===== src/rtl/rb_led_activity_if.sv =====
// System-bus register slice connecting a bus master to rb_led_activity.
interface rb_led_activity_if;
    logic [31:0] sys_addr;
    logic [31:0] sys_wdata;
    logic [3:0]  sys_sel;
    logic        sys_wen;
    logic        sys_ren;
    logic [31:0] sys_rdata;
    logic        sys_err;
    logic        sys_ack;

    modport master (
        output sys_addr, sys_wdata, sys_sel, sys_wen, sys_ren,
        input  sys_rdata, sys_err, sys_ack
    );

    modport slave (
        input  sys_addr, sys_wdata, sys_sel, sys_wen, sys_ren,
        output sys_rdata, sys_err, sys_ack
    );
endinterface


===== src/rtl/rb_led_activity.sv =====
// RadioBox LED source: turns event strobes into off / on / blink / pulse-stretched activity patterns.
// Defining RB_LED_PWM_EN adds a BRIGHT register (0x18) that PWM-modulates every LED output.
module rb_led_activity #(
    parameter int DWL     = 8,
    parameter int CLK_DIV = 125000
) (
    input  logic             clk_i,
    input  logic             rstn_i,
    input  logic [DWL-1:0]   evt_i,
    output logic             rb_led_en_o,
    output logic [DWL-1:0]   rb_led_d_o,
    rb_led_activity_if.slave bus
);
    localparam int MW = 2 * DWL;
    localparam int PW = (CLK_DIV > 1) ? $clog2(CLK_DIV) : 1;
    localparam logic [PW-1:0] PRESC_LAST = PW'(CLK_DIV - 1);

    localparam logic [19:0] ADDR_CTRL    = 20'h00;
    localparam logic [19:0] ADDR_MODE    = 20'h04;
    localparam logic [19:0] ADDR_BLINK   = 20'h08;
    localparam logic [19:0] ADDR_STRETCH = 20'h0C;
    localparam logic [19:0] ADDR_GAP     = 20'h10;
    localparam logic [19:0] ADDR_STATUS  = 20'h14;
    localparam logic [19:0] ADDR_BRIGHT  = 20'h18;

    localparam logic [1:0] MODE_OFF   = 2'd0;
    localparam logic [1:0] MODE_ON    = 2'd1;
    localparam logic [1:0] MODE_BLINK = 2'd2;
    localparam logic [1:0] MODE_ACT   = 2'd3;

    localparam logic [1:0] ST_IDLE = 2'd0;
    localparam logic [1:0] ST_ON   = 2'd1;
    localparam logic [1:0] ST_GAP  = 2'd2;

    logic [19:0]    addr;
    logic           wr_ctrl;
    logic           wr_mode;
    logic           wr_blink;
    logic           wr_stretch;
    logic           wr_gap;

    logic           ctrl_en;
    logic [MW-1:0]  mode_q;
    logic [15:0]    blink_half_q;
    logic [15:0]    stretch_q;
    logic [15:0]    gap_q;

    logic [PW-1:0]  presc;
    logic           tick;
    logic [15:0]    blink_cnt;
    logic [15:0]    blink_last;
    logic           blink_phase;
    logic [15:0]    stretch_len;
    logic [15:0]    gap_len;

    logic [DWL-1:0] act_on;
    logic [DWL-1:0] led_next;
    logic [DWL-1:0] led_mod;
    logic [31:0]    rd_mux;
    logic           rd_ack;
    logic [31:0]    rd_data;
    logic           unused_bus;

    // Byte selects are ignored (full-word writes only), upper address bits are not decoded.
    assign unused_bus = &{1'b0, bus.sys_sel, bus.sys_addr[31:20], bus.sys_wdata[31:16]};

    assign addr       = bus.sys_addr[19:0];
    assign wr_ctrl    = bus.sys_wen && (addr == ADDR_CTRL);
    assign wr_mode    = bus.sys_wen && (addr == ADDR_MODE);
    assign wr_blink   = bus.sys_wen && (addr == ADDR_BLINK);
    assign wr_stretch = bus.sys_wen && (addr == ADDR_STRETCH);
    assign wr_gap     = bus.sys_wen && (addr == ADDR_GAP);

    always_ff @(posedge clk_i or negedge rstn_i) begin
        if (!rstn_i) begin
            ctrl_en      <= 1'b0;
            mode_q       <= '0;
            blink_half_q <= 16'd500;
            stretch_q    <= 16'd50;
            gap_q        <= 16'd50;
        end else begin
            if (wr_ctrl)    ctrl_en      <= bus.sys_wdata[0];
            if (wr_mode)    mode_q       <= bus.sys_wdata[MW-1:0];
            if (wr_blink)   blink_half_q <= bus.sys_wdata[15:0];
            if (wr_stretch) stretch_q    <= bus.sys_wdata[15:0];
            if (wr_gap)     gap_q        <= bus.sys_wdata[15:0];
        end
    end

    assign rb_led_en_o = ctrl_en;

`ifdef RB_LED_PWM_EN
    logic [7:0] bright_q;
    logic [7:0] pwm_cnt;

    always_ff @(posedge clk_i or negedge rstn_i) begin
        if (!rstn_i) begin
            bright_q <= 8'hFF;
            pwm_cnt  <= 8'd0;
        end else begin
            pwm_cnt <= pwm_cnt + 8'd1;
            if (bus.sys_wen && (addr == ADDR_BRIGHT)) bright_q <= bus.sys_wdata[7:0];
        end
    end

    assign led_mod = led_next & {DWL{pwm_cnt < bright_q}};
`else
    assign led_mod = led_next;
`endif

    always_comb begin
        rd_mux = 32'd0;
        case (addr)
            ADDR_CTRL:    rd_mux = {31'd0, ctrl_en};
            ADDR_MODE:    rd_mux = 32'(mode_q);
            ADDR_BLINK:   rd_mux = {16'd0, blink_half_q};
            ADDR_STRETCH: rd_mux = {16'd0, stretch_q};
            ADDR_GAP:     rd_mux = {16'd0, gap_q};
            ADDR_STATUS:  rd_mux = 32'(rb_led_d_o);
`ifdef RB_LED_PWM_EN
            ADDR_BRIGHT:  rd_mux = {24'd0, bright_q};
`endif
            default:      rd_mux = 32'd0;
        endcase
    end

    always_ff @(posedge clk_i or negedge rstn_i) begin
        if (!rstn_i) begin
            rd_ack  <= 1'b0;
            rd_data <= 32'd0;
        end else begin
            rd_ack  <= bus.sys_wen | bus.sys_ren;
            rd_data <= bus.sys_ren ? rd_mux : 32'd0;
        end
    end

    assign bus.sys_ack   = rd_ack;
    assign bus.sys_rdata = rd_data;
    assign bus.sys_err   = 1'b0;

    assign tick = (presc == PRESC_LAST);

    always_ff @(posedge clk_i or negedge rstn_i) begin
        if (!rstn_i) begin
            presc <= '0;
        end else begin
            presc <= tick ? '0 : presc + PW'(1);
        end
    end

    // A zero half-period behaves like one tick so the blink never stalls.
    assign blink_last = (blink_half_q == 16'd0) ? 16'd0 : blink_half_q - 16'd1;

    always_ff @(posedge clk_i or negedge rstn_i) begin
        if (!rstn_i) begin
            blink_cnt   <= 16'd0;
            blink_phase <= 1'b0;
        end else if (wr_blink) begin
            blink_cnt   <= 16'd0;
            blink_phase <= 1'b0;
        end else if (tick) begin
            if (blink_cnt >= blink_last) begin
                blink_cnt   <= 16'd0;
                blink_phase <= ~blink_phase;
            end else begin
                blink_cnt <= blink_cnt + 16'd1;
            end
        end
    end

    assign stretch_len = (stretch_q == 16'd0) ? 16'd1 : stretch_q;
    assign gap_len     = (gap_q == 16'd0) ? 16'd1 : gap_q;

    for (genvar i = 0; i < DWL; i++) begin : g_act
        logic [1:0]  state;
        logic [15:0] cnt;
        logic        pending;
        logic [1:0]  mode_i;

        assign mode_i    = mode_q[2*i +: 2];
        assign act_on[i] = (state == ST_ON);

        // An event arriving on the terminal GAP tick counts as pending, so it re-lights immediately.
        always_ff @(posedge clk_i or negedge rstn_i) begin
            if (!rstn_i) begin
                state   <= ST_IDLE;
                cnt     <= 16'd0;
                pending <= 1'b0;
            end else if (mode_i != MODE_ACT) begin
                state   <= ST_IDLE;
                pending <= 1'b0;
            end else begin
                case (state)
                    ST_IDLE: begin
                        if (evt_i[i]) begin
                            state <= ST_ON;
                            cnt   <= stretch_len;
                        end
                    end
                    ST_ON: begin
                        if (evt_i[i]) pending <= 1'b1;
                        if (tick) begin
                            if (cnt == 16'd1) begin
                                state <= ST_GAP;
                                cnt   <= gap_len;
                            end else begin
                                cnt <= cnt - 16'd1;
                            end
                        end
                    end
                    ST_GAP: begin
                        if (tick && (cnt == 16'd1)) begin
                            pending <= 1'b0;
                            if (pending || evt_i[i]) begin
                                state <= ST_ON;
                                cnt   <= stretch_len;
                            end else begin
                                state <= ST_IDLE;
                            end
                        end else begin
                            if (evt_i[i]) pending <= 1'b1;
                            if (tick) cnt <= cnt - 16'd1;
                        end
                    end
                    default: begin
                        state   <= ST_IDLE;
                        pending <= 1'b0;
                    end
                endcase
            end
        end
    end

    always_comb begin
        led_next = '0;
        for (int i = 0; i < DWL; i++) begin
            case (mode_q[2*i +: 2])
                MODE_OFF:   led_next[i] = 1'b0;
                MODE_ON:    led_next[i] = 1'b1;
                MODE_BLINK: led_next[i] = blink_phase;
                default:    led_next[i] = act_on[i];
            endcase
        end
    end

    always_ff @(posedge clk_i or negedge rstn_i) begin
        if (!rstn_i) begin
            rb_led_d_o <= '0;
        end else begin
            rb_led_d_o <= led_mod;
        end
    end
endmodule

===== src/flat_wrapper.sv =====
// flat-port wrapper written by rule: the top's interface ports become plain ports
module rb_led_activity_flat 
#(
    parameter int DWL     = 8,
    parameter int CLK_DIV = 125000
)
  (clk_i, rstn_i, evt_i, rb_led_en_o, rb_led_d_o, bus_sys_addr, bus_sys_wdata, bus_sys_sel, bus_sys_wen, bus_sys_ren, bus_sys_rdata, bus_sys_err, bus_sys_ack);
  rb_led_activity_if bus_i ();
  input  logic clk_i;
  input  logic rstn_i;
  input  logic [DWL-1:0] evt_i;
  output logic rb_led_en_o;
  output logic [DWL-1:0] rb_led_d_o;
  input wire logic [$bits(bus_i.sys_addr)-1:0] bus_sys_addr;
  input wire logic [$bits(bus_i.sys_wdata)-1:0] bus_sys_wdata;
  input wire logic [$bits(bus_i.sys_sel)-1:0] bus_sys_sel;
  input wire logic [$bits(bus_i.sys_wen)-1:0] bus_sys_wen;
  input wire logic [$bits(bus_i.sys_ren)-1:0] bus_sys_ren;
  output wire logic [$bits(bus_i.sys_rdata)-1:0] bus_sys_rdata;
  output wire logic [$bits(bus_i.sys_err)-1:0] bus_sys_err;
  output wire logic [$bits(bus_i.sys_ack)-1:0] bus_sys_ack;
  assign bus_i.sys_addr = bus_sys_addr;
  assign bus_i.sys_wdata = bus_sys_wdata;
  assign bus_i.sys_sel = bus_sys_sel;
  assign bus_i.sys_wen = bus_sys_wen;
  assign bus_i.sys_ren = bus_sys_ren;
  assign bus_sys_rdata = bus_i.sys_rdata;
  assign bus_sys_err = bus_i.sys_err;
  assign bus_sys_ack = bus_i.sys_ack;
  rb_led_activity #(.DWL(DWL), .CLK_DIV(CLK_DIV)) u_core (.clk_i(clk_i), .rstn_i(rstn_i), .evt_i(evt_i), .rb_led_en_o(rb_led_en_o), .rb_led_d_o(rb_led_d_o), .bus(bus_i));
endmodule

===== config.mk =====
export PLATFORM = sky130hd
export DESIGN_NAME = rb_led_activity_flat
export DESIGN_NICKNAME = d
export VERILOG_FILES = /design/src/rtl/rb_led_activity_if.sv /design/src/rtl/rb_led_activity.sv /design/src/flat_wrapper.sv
export SDC_FILE = /design/constraint.sdc
export NUM_CORES = 1
export LEC_CHECK = 0
export ABC_AREA = 1
export BUFFER_PORTS_ARGS = -buffer_cell sky130_fd_sc_hd__buf_2
export CAP_MARGIN = 15
export CORE_MARGIN = 3
export CORE_UTILIZATION = 35
export CTS_CLUSTER_SIZE = 14
export DETAILED_ROUTE_END_ITERATION = 7
export SYNTH_ARGS = -nofsm -noshare
export SYNTH_HDL_FRONTEND = slang
export SYNTH_SLANG_ARGS = --single-unit

===== constraint.sdc =====
create_clock -name clk_i -period 7 [get_ports clk_i]
set_input_delay 1.4 -clock clk_i [delete_from_list [all_inputs] [get_ports clk_i]]
set_output_delay 1.4 -clock clk_i [all_outputs]
set_load 0.01 [all_outputs]

==> metrics.txt <==
outcome=complete, no violations; CP required=7.41 ns; crit end category=flip-flop; Clock transition at path regs=0.06 ns; Root Driver=clkbuf_16; top cell type's share of synthesized area=31.2%; worst clock skew=0.0244 ns; HP Start=u_core.presc[0]$_DFF_PN0_; worst vdd ir=0.000139 V; Die Height=252 um; chip width=252 um; GPL Wtd Cong=0.908; area leader, netlist=dfrtp_1; Core ar.=0.0595 mm^2; Top Ports=123; FP Rows=89; Area Growth Syn to Fin=9.13%; via count=21334; Vias/cell=5.15; clock sink count=276; Clock Tree Buf Depth=3; r2r setup slk=3.51 ns; layout cells sized above 1=6.57%; Starting Density=35.6%; mean area per synthesized cell=6.33 um^2; final WL=74.3 mm; Post-synth EDFFs=0; LEAKAGE=11.8 nW; initial antenna violation count=1; Fin Setup TNS=0 ns; Final HPWL DP=50.6 mm; hold buffers post-CTS=0; worst hold path class=flip-flop to flip-flop; Arr. time, crit path=4.35 ns; Max-Cap Viols=0; initial detailed-routing violation count=2035; first-pass GRT wire length=114 mm; Synth Instances=3345; Worst Reg-to-Reg Cells=20; RSZ-0062 raised after global routing=false; Pre-antenna DRT Iters=7; critical path type=primary input to flip-flop; slew margin rel.=30.2%; largest net degree at the start of global routing=133; fin util=38.9%; Synth cell types=49; Yosys warning total=0; worst-margin pin slew=1.04 ns; CP Max Fanout=32; vias in the first global route=19165; total gr overflow=0; design area=0.0231 mm^2; period utilization=56.2%; DRC=0; ys flop type=dfrtp_1; Slew Limit Fails=0; ys async rst share=100%; Post-CTS Setup Bufs=0; Final min period=3.93 ns; global-route usage over all layers=23.0%; CTS tree=yes; hold endpoint=u_core.presc[0]$_DFF_PN0_; Fmax=254 MHz; fin cells=4139; sequential area share after synthesis=32.7%; final count of hold timing violations=0; setup violators final=0; Post-DRT Antenna Nets=0; WL/cell=18.0 um; Inst Count DP=4075; FF-to-FF End=u_core.blink_cnt[12]$_DFFE_PN0P_; dominant cells by area after synthesis=dfrtp_1 (31%), nand2_1 (20%), nor2_1 (8.0%), nand3_1 (6.4%), inv_1 (5.7%); Placed Instance Area=0.0219 mm^2; die area=0.0635 mm^2; CP Launch Type=primary input; Hold Path Stages=1; H-Tree Depth=2; Resize count post-CTS=0; Cell Pwr Density=153 mW/mm^2; #FFs+latches synth=276; clk_lat worst skew=0.57 ns; R2R Path Start=u_core.blink_half_q[3]$_DFFE_PN0P_; Cell Area, Synth=0.0212 mm^2; I/O Buffers=73; total CTS buffers=36; final net count=3497
placed cells by master (no fill, tap or decap), drive strengths merged, types with 2 or more instances in the layout:
cell type,synthesis,layout
nand2,1166,1166
nor2,465,465
inv,331,333
nand3,275,275
dfrtp,264,264
a21oi,218,218
o21ai,146,146
buf,73,82
ha,76,76
xor2,74,74
clkbuf,67,51
nand4,48,48
nor3,39,39
xnor2,20,20
conb,1,17
o211ai,15,15
or2,13,13
dfstp,12,12
o21bai,10,10
clkinv,3,8
nand3b,7,7
nor4,7,7
and2,4,4
a22oi,4,4
clkinvlp,0,3
and3,2,2
Yosys cell counts (12+ instances only):
cell      number
nand2_1     1151
nor2_1       451
inv_1        321
nand3_1      272
dfrtp_1      264
a21oi_1      207
o21ai_0      126
ha_1          76
xor2_1        74
clkbuf_1      65
nand4_1       48
nor3_1        36
buf_2         29
buf_4         25
xnor2_1       20
o21ai_1       18
o211ai_1      15
nand2_2       13
or2_2         13
dfstp_2       12
critical path, cell delays in order:
cell,delay [ns]
buf_2,0.12
nor2_1,0.13
nand2_1,0.06
inv_1,0.43
nand3_1,0.20
nor2_2,0.79
nand2_1,0.85
nand2_1,0.24
o21ai_0,0.11
power breakdown:
group          internal, mW  switching (mW)  total, mW
Clock                  1.08           0.782       1.86
Combinational        0.0178          0.0660     0.0838
Sequential             1.60       0.0000949       1.60
state kept, by name (all words and copies together) (netlist names):
signal / cells
u_core.blink_phase: 1
u_core.bus.sys_ack: 1
u_core.g_act.pending: 8
u_core.stretch_q: 16
u_core.rb_led_d_o: 8
u_core.mode_q: 16
u_core.bus.sys_rdata: 16
u_core.g_act.state: 16
u_core.gap_q: 16
u_core.blink_cnt: 16
u_core.rb_led_en_o: 1
u_core.g_act.cnt: 128
u_core.blink_half_q: 16
u_core.presc: 17
per-layer routing:
| metal | global-route usage, % | vias to the layer above | routed length [um] |
|---|---|---|---|
| met5 | 0 | - | 13 |
| met4 | 8.16 | 2 | 2820 |
| met3 | 3.59 | 154 | 5690 |
| met2 | 36.7 | 748 | 33000 |
| met1 | 31.8 | 9903 | 32800 |
| li1 | - | 10527 | - |
cells by family (layout without fill, tap and decap cells):
| logic type | count (synthesis) | in the layout | synth area share, % |
|---|---|---|---|
| other | 1 | 18 | 0.0177 |
| buffers and inverters | 474 | 478 | 9.37 |
| XOR/XNOR | 94 | 94 | 3.89 |
| AND/OR/NAND/NOR | 2027 | 2027 | 39.5 |
| flip-flops | 276 | 276 | 32.7 |
| AO/OA/AOI/OAI | 397 | 397 | 10.1 |
| adder cells (fa/ha/maj) | 76 | 76 | 4.49 |
metrics by stage:
| step | total power, mW | worst slack [ns] | hold slack, ns |
|---|---|---|---|
| after floorplan | 1.66 | 4.16 | 0.431 |
| after global placement | 1.71 | 2.62 | 0.454 |
| after detailed placement | 1.71 | 2.57 | 0.453 |
| after CTS | 3.58 | 3.17 | 0.462 |
| after global routing | 3.65 | 2.74 | 0.506 |
| final | 3.54 | 3.07 | 0.458 |
final cells by class:
class / instances / area, um^2
diodes: 1 / 2.50
clock buffers: 51 / 1040
clock inverters: 11 / 118
fillers: 6426 / 36300
inverters: 334 / 1260
multi-input cells: 2611 / 12300
flip-flops and latches: 276 / 6920
well taps: 773 / 967
repair buffers: 82 / 475
how the worst max path moves through the flow:
| stage | startpoint | endpoint | slack (ns) |
|---|---|---|---|
| floorplan | u_core.blink_half_q[3]$_DFFE_PN0P_ | u_core.blink_cnt[0]$_DFFE_PN0P_ | 4.16 |
| global placement | bus_sys_addr[1] | u_core.mode_q[2]$_DFFE_PN0P_ | 2.62 |
| detailed placement | bus_sys_addr[1] | u_core.gap_q[4]$_DFFE_PN1P_ | 2.57 |
| CTS | bus_sys_addr[1] | u_core.gap_q[4]$_DFFE_PN1P_ | 3.17 |
| global route | bus_sys_addr[1] | u_core.gap_q[7]$_DFFE_PN0P_ | 2.74 |
| finish | bus_sys_addr[1] | u_core.gap_q[12]$_DFFE_PN0P_ | 3.07 |
(Power assumes the default switching activity.)
